**src/rtl/fifo_pkg.sv**
```systemverilog
// Shared helpers for the async FIFO pointer controllers (read and write side).
package fifo_pkg;

  localparam int FIFO_ADDR_W = 4;
  localparam int PTR_MAX_W   = 32;

  typedef logic [PTR_MAX_W-1:0] ptr_wide_t;

  // Callers zero-extend their pointer into ptr_wide_t and size-cast the result back.
  function automatic ptr_wide_t bin2gray(input ptr_wide_t b);
    return b ^ (b >> 1);
  endfunction

  function automatic ptr_wide_t gray2bin(input ptr_wide_t g);
    ptr_wide_t b;
    b[PTR_MAX_W-1] = g[PTR_MAX_W-1];
    for (int i = PTR_MAX_W - 2; i >= 0; i--) begin
      b[i] = b[i+1] ^ g[i];
    end
    return b;
  endfunction

endpackage

```
**src/rtl/gray_ptr_sync.sv**
```systemverilog
// Multi-flop synchroniser for a Gray-coded pointer crossing clock domains.
module gray_ptr_sync #(
  parameter int W      = 5,
  parameter int STAGES = 2
) (
  input  logic         clk_i,
  input  logic         rst_i,
  input  logic [W-1:0] d_i,
  output logic [W-1:0] q_o
);

  logic [W-1:0] sync_q [STAGES];

  always_ff @(posedge clk_i or posedge rst_i) begin
    if (rst_i) begin
      for (int i = 0; i < STAGES; i++) begin
        sync_q[i] <= '0;
      end
    end else begin
      sync_q[0] <= d_i;
      for (int i = 1; i < STAGES; i++) begin
        sync_q[i] <= sync_q[i-1];
      end
    end
  end

  assign q_o = sync_q[STAGES-1];

endmodule

```
**src/rtl/fifo_rptr_ctrl.sv**
```systemverilog
// Read-domain pointer and flag controller for the async FIFO.
module fifo_rptr_ctrl
  import fifo_pkg::*;
#(
  parameter int ADDR_W      = FIFO_ADDR_W,
  parameter int SYNC_STAGES = 2
) (
  input  logic              rd_clk,
  input  logic              rd_reset,
  input  logic              rd_en,
  input  logic [ADDR_W:0]   wr_ptr_gr,
  input  logic [ADDR_W:0]   ae_thresh,
  output logic [ADDR_W-1:0] rd_addr,
  output logic [ADDR_W:0]   rd_ptr_gr,
  output logic              rd_empty,
  output logic              rd_almost_empty,
  output logic [ADDR_W:0]   rd_level,
  output logic              rd_underflow
);

  localparam int PW = ADDR_W + 1;
  localparam logic [PW-1:0] DEPTH_P = {1'b1, {ADDR_W{1'b0}}};

  logic [PW-1:0] wr_gr_s;
  logic [PW-1:0] wr_bin_s;
  logic          accept;

  logic [PW-1:0] rd_ptr_q, rd_ptr_d;
  logic [PW-1:0] rd_ptr_gr_q, rd_ptr_gr_d;
  logic [PW-1:0] level_q, level_d;
  logic          empty_q, empty_d;
  logic          ae_q, ae_d;
  logic          uf_q, uf_d;

  gray_ptr_sync #(
    .W      (PW),
    .STAGES (SYNC_STAGES)
  ) u_wr_sync (
    .clk_i (rd_clk),
    .rst_i (rd_reset),
    .d_i   (wr_ptr_gr),
    .q_o   (wr_gr_s)
  );

  // Flags are derived from the next pointer so the edge that reads the last
  // entry also raises empty; the wrap bit keeps full (level=DEPTH) distinct from empty.
  always_comb begin
    wr_bin_s    = PW'(gray2bin(ptr_wide_t'(wr_gr_s)));
    accept      = rd_en & ~empty_q;
    rd_ptr_d    = rd_ptr_q + PW'(accept);
    rd_ptr_gr_d = PW'(bin2gray(ptr_wide_t'(rd_ptr_d)));
    level_d     = wr_bin_s - rd_ptr_d;
    empty_d     = (wr_bin_s == rd_ptr_d);
    ae_d        = (level_d <= ae_thresh);
    uf_d        = rd_en & empty_q;
  end

  always_ff @(posedge rd_clk or posedge rd_reset) begin
    if (rd_reset) begin
      rd_ptr_q    <= '0;
      rd_ptr_gr_q <= '0;
      level_q     <= '0;
      empty_q     <= 1'b1;
      ae_q        <= 1'b1;
      uf_q        <= 1'b0;
    end else begin
      rd_ptr_q    <= rd_ptr_d;
      rd_ptr_gr_q <= rd_ptr_gr_d;
      level_q     <= level_d;
      empty_q     <= empty_d;
      ae_q        <= ae_d;
      uf_q        <= uf_d;
    end
  end

  assign rd_addr         = rd_ptr_q[ADDR_W-1:0];
  assign rd_ptr_gr       = rd_ptr_gr_q;
  assign rd_empty        = empty_q;
  assign rd_almost_empty = ae_q;
  assign rd_level        = level_q;
  assign rd_underflow    = uf_q;

  // The write side must never run more than DEPTH entries ahead of the reader.
  a_level_legal: assert property (@(posedge rd_clk) disable iff (rd_reset)
    (wr_bin_s - rd_ptr_q) <= DEPTH_P);

endmodule
```
**config.mk**
```make
export PLATFORM = sky130hd
export DESIGN_NAME = fifo_rptr_ctrl
export DESIGN_NICKNAME = d
export VERILOG_FILES = /design/src/rtl/fifo_pkg.sv /design/src/rtl/gray_ptr_sync.sv /design/src/rtl/fifo_rptr_ctrl.sv
export SDC_FILE = /design/constraint.sdc
export NUM_CORES = 1
export LEC_CHECK = 0
export ABC_AREA = 1
export ABC_CLOCK_PERIOD_IN_PS = 3600
export BUFFER_PORTS_ARGS = -buffer_cell sky130_fd_sc_hd__clkbuf_2
export CAP_MARGIN = 5
export CORE_MARGIN = 2
export CORE_UTILIZATION = 30
export DETAILED_ROUTE_END_ITERATION = 6
export GPL_TIMING_DRIVEN = 0
export PLACE_DENSITY = 0.52
export SLEW_MARGIN = 20
export SYNTH_ARGS = -nofsm -noshare
export SYNTH_HDL_FRONTEND = slang
export SYNTH_SLANG_ARGS = --single-unit
```
**constraint.sdc**
```tcl
create_clock -name rd_clk -period 3.6 [get_ports rd_clk]
set_clock_uncertainty 0.15 [all_clocks]
set_input_delay 0.72 -clock rd_clk [delete_from_list [all_inputs] [get_ports rd_clk]]
set_output_delay 0.72 -clock rd_clk [all_outputs]
set_load 0.005 [all_outputs]
```
# == Word-level counts from Yosys, hierarchy flattened ==
# Cells that the tools add are included.
# word_totals
ff_bits,28
in_bits,13
wordCells,20
# classes
add_sub_neg,2
n_lt_le_gt_ge,1
eq_ne,1
bitwise_logic,8
# op_table
operator,n
adder 5 x 1 -> 5 bit,1
== test 5 bit,1
<= comparator 5 bit,1
subtractor 5 bit,1
bitwise XOR 5 x 4 -> 5 bit,1
bitwise XOR 1 bit,4
bitwise AND 1 bit,2
inverter 1 bit,1

# == Depth between registers and ports, before layout ==
# depth
depth_word,6
ltp_mapped,18

# == Hierarchy ==
# From an unflattened synthesis, not the netlist that was laid out.
# hier_totals
hier_cells,129
hier_area_um2,1298.7
# modules_own_cells
mod,instances,cells_each,area_per_inst_um2
fifo_rptr_ctrl,1,113,1007.2
gray_ptr_sync,1,16,291.5

# == Least setup slack after synthesis ==
# OpenSTA, ideal clock, no wires.
# synth_timing
path_kind,input to register
startpoint,input port rd_en
endpoint,"register ae_q, in the netlist rd_almost_empty"
setup_time_ps,87
arrival_time_ps,2859
setup_slack_ps,505
path_stages,14
path_buffers,0
cell_sequence,inv_1 -> nor2_1 -> ha_1 -> xnor2_1 -> inv_1 -> fa_1 -> o21bai_1 -> a21oi_1 -> nand3_1 -> nand2_1 -> ha_1 -> nand2_1 -> o21ai_0 -> o22ai_1
# synth_between
elab_chain_len,4
# synth_lines
item,line,text
from (decl),fifo_rptr_ctrl.sv:10,"input logic rd_en,"
bitwise AND 1 bit,fifo_rptr_ctrl.sv:49,accept = rd_en & ~empty_q;
adder 5 x 1 -> 5 bit,fifo_rptr_ctrl.sv:50,rd_ptr_d = rd_ptr_q + PW'(accept);
net rd_ptr_d[1],fifo_rptr_ctrl.sv:28,"logic [PW-1:0] rd_ptr_q, rd_ptr_d;"
subtractor 5 bit,fifo_rptr_ctrl.sv:52,level_d = wr_bin_s - rd_ptr_d;
net level_d[4],fifo_rptr_ctrl.sv:30,"logic [PW-1:0] level_q, level_d;"
<= comparator 5 bit,fifo_rptr_ctrl.sv:54,ae_d = (level_d <= ae_thresh);
net ae_d,fifo_rptr_ctrl.sv:32,"logic ae_q, ae_d;"
to (signal assigned),fifo_rptr_ctrl.sv:64,ae_q <= 1'b1;
to (signal assigned),fifo_rptr_ctrl.sv:71,ae_q <= ae_d;
to (decl),fifo_rptr_ctrl.sv:32,
# The timed path passes the listed nets, and every way through them passes these cells.

# == Worst setup path after layout ==
# Same ends and word-level chain as after synthesis.

==> reports/results.ini <==
[timing]
holdWs_ps=204.2
slew_headroom_pct=63.07
rsz0062_at_grt=no
tns_ps=0
fin_crit_sh_pct=90.41
setup_slack_ps=345.2
max_freq_ghz=0.3072
setup_violations=0
finalCriticalPeriod_ps=3255
slew_violations=0
hold_viol=0
tightest_slew_ps=553.1

[drt]
route.detailed.drc=0
vias=903
routedWlPerCell_um=10.25
firstDrtPassIters=5
avgViaCountPerCell=4.383
ant_nets=0
drtIter0Drc=18
wirelength_um=2112

[power_and_ir_drop]
cellLeakagePower_nw=0.8064
ir_worst_vdd_v=0.0002773
power_w=0.001320
powerDensity_nw_per_um2=873.8

[cells_and_area]
antenna_cells=0
fin_nets=182
nFillCells=404
layout-drive-gt1-share_pct=26.92
area_delta_synth_final_pct=20.10

[cts]
cts_tree=done
cts.clk_slew.worst_paths_ps=90
postCtsHoldBufs=0
clock-root-buffer=clkbuf_8
numClockSinks=27
clock_latency_ps=270
cts_buffers=3
cts_buffer_depth=2
cts.htree.levels=1
cts_resized=0
cts_setup_buffers=0

[floorplanning]
die-area_um2=4725
start_util_pct=31.21
die_height_um=68.74
rows=23
io_pins=30
die_w_um=68.74
core_area_um2=4029

[global_route]
grt_pass1_vias=960
grt_start_max_net_pins=28
grt_util_met1_pct=13.04
grt-ovfl-total=0
grtUsageTotal_pct=11.31
grt_util_met3_pct=4.058
grt_pass1_wl_um=3960
antenna_found_initial=0
grtUsageMet2_pct=19.83
grt.busiest_layer=met2

[logic_synthesis]
synthTopCellsByArea=dfrtp_1 50%, ha_1 11%, inv_1 6.6%
seq_area_frac_synth_pct=53.93
ys_ff_latch=27
synth.avg_cell_area_um2=10.22
yosys.area.top_type=dfrtp_1
syn_inst=123
yosysWarningCount=0
synth_top_area_share_pct=49.75
ys_types=21
syn-cell-area_um2=1257
synth_fp_nets=148

[worst_setup_path]
critPathRequiredTime_ps=3650
critPathSlowestCell=fa_1
crit_start=rd_en
path_cells=clkbuf_2, inv_1, nor2_1, ha_1, xnor2_1, inv_1, fa_1, o21bai_1, a21oi_1, nand3_1, nand2_1, ha_1, a21oi_1, o21ai_0, o22ai_1
end_kind=flop
r2r_start=rd_empty$_DFF_PP1_
r2r_slack_ps=370
crit_fanout=4
cp-start-kind=input port
r2r-end=rd_almost_empty$_DFF_PP1_
slowest_delay_ps=470
critical_path_class=input port to flop
rr_worst_depth=13
endpoint=rd_almost_empty$_DFF_PP1_
cp.arrival_ps=3300

[placement]
port_buffers=29
dp_hpwl_um=1714
routabilityCongestion=0.7322
pre_cts_slack_ps=68.52

[outcome]
status=finished, final reports clean

[job]
max_cap_viol_count=0

[hold_path]
worstHoldPathType=flop to flop

critical path, delay by kind of cell:
| family | cells | cell delay, ps |
|---|---|---|
| AO/OA/AOI/OAI | 5 | 670 |
| XOR/XNOR | 1 | 380 |
| buffers and inverters | 3 | 280 |
| AND/OR/NAND/NOR | 3 | 240 |
| adder cells (fa/ha/maj) | 3 | 1020 |
power breakdown:
group | switching [W] | total (W) | internal [W]
clock network | 0.0000895 | 0.000169 | 0.0000793
logic | 0.000389 | 0.000684 | 0.000295
registers | 0.0000521 | 0.000467 | 0.000415
flip-flops by register name, summed over array words and instances, names as in the netlist:
| signal | cells |
|---|---|
| rd_almost_empty | 1 |
| rd_empty | 1 |
| rd_level | 5 |
| rd_ptr_gr | 5 |
| rd_ptr_q | 4 |
| rd_underflow | 1 |
| u_wr_sync.q_o | 5 |
| u_wr_sync.sync_q | 5 |
placed cells by master (no fill, tap or decap):
cell,count
clkbuf_2,29
ha_1,11
fa_1,1
nand3b_1,1
o21ai_0,3
nand2_1,22
dfrtp_1,25
inv_2,1
clkbuf_8,3
nand2_2,3
xor2_2,1
nor2_2,1
clkbuf_1,1
o21bai_1,1
nor2_1,1
o22ai_1,1
nor3_1,1
a21oi_1,5
nand4_1,1
dfstp_2,2
inv_1,21
xnor2_1,4
o21ai_2,2
nand3_1,12
xor2_1,3
stage by stage:
stage	cells	area (um2)	utilization (%)
6_report	206	1510	37.48
5_1_grt	206	1510	37.48
4_1_cts	206	1510	37.48
3_5_place_dp	202	1465	36.37
3_3_place_gp	202	1465	36.37
2_1_floorplan	123	1257	-
Yosys cell counts:
library cell and instances:
inv_1 22, o21bai_1 1, ha_1 11, xor2_2 1, fa_1 1, nand2_1 22
nand2_2 3, xnor2_1 4, nand3_1 12, nor2_1 1, o21ai_0 3, xor2_1 3
dfstp_2 2, nor3_1 1, nand3b_1 1, dfrtp_1 25, nor2_2 1, nand4_1 1
o21ai_2 2, a21oi_1 5, o22ai_1 1
final cells by class:
class	instances	area, um2	share of cell area (%)
repair buffers	29	145.1	9.611
clock buffers	4	45.04	2.983
multi-input cells	74	496.7	32.89
flip-flops and latches	27	678.2	44.90
inverters	22	82.58	5.468
well taps	50	62.56	4.142
kinds of logic (layout without fill, tap and decap cells):
family | count (synthesis) | count (layout) | share of synthesized area (%)
adders and majority gates | 12 | 12 | 12.54
xor gates and xnor gates | 8 | 8 | 6.170
and+or+nand+nor | 42 | 42 | 15.12
buffers and inverters | 22 | 55 | 6.567
AOI/OAI and AO/OA | 12 | 12 | 5.672
DFF | 27 | 27 | 53.93
routing by layer:
layer	routed length [um]	up-vias
met2	1037	24
li1	-	455
met1	921	419
met3	120	5
met5	0	-
met4	33	0
worst min-delay path by stage:
stage,startpoint,to,depth (start not counted)
final,u_wr_sync.sync_q[7]$_DFF_PP0_,u_wr_sync.q_o[2]$_DFF_PP0_,0
after CTS,u_wr_sync.sync_q[6]$_DFF_PP0_,u_wr_sync.q_o[1]$_DFF_PP0_,0
after global routing,u_wr_sync.sync_q[7]$_DFF_PP0_,u_wr_sync.q_o[2]$_DFF_PP0_,0
after floorplan,u_wr_sync.sync_q[5]$_DFF_PP0_,u_wr_sync.q_o[0]$_DFF_PP0_,0
after detailed placement,u_wr_sync.sync_q[6]$_DFF_PP0_,u_wr_sync.q_o[1]$_DFF_PP0_,0
after global placement,u_wr_sync.sync_q[7]$_DFF_PP0_,u_wr_sync.q_o[2]$_DFF_PP0_,0
(Power assumes the default switching activity.)
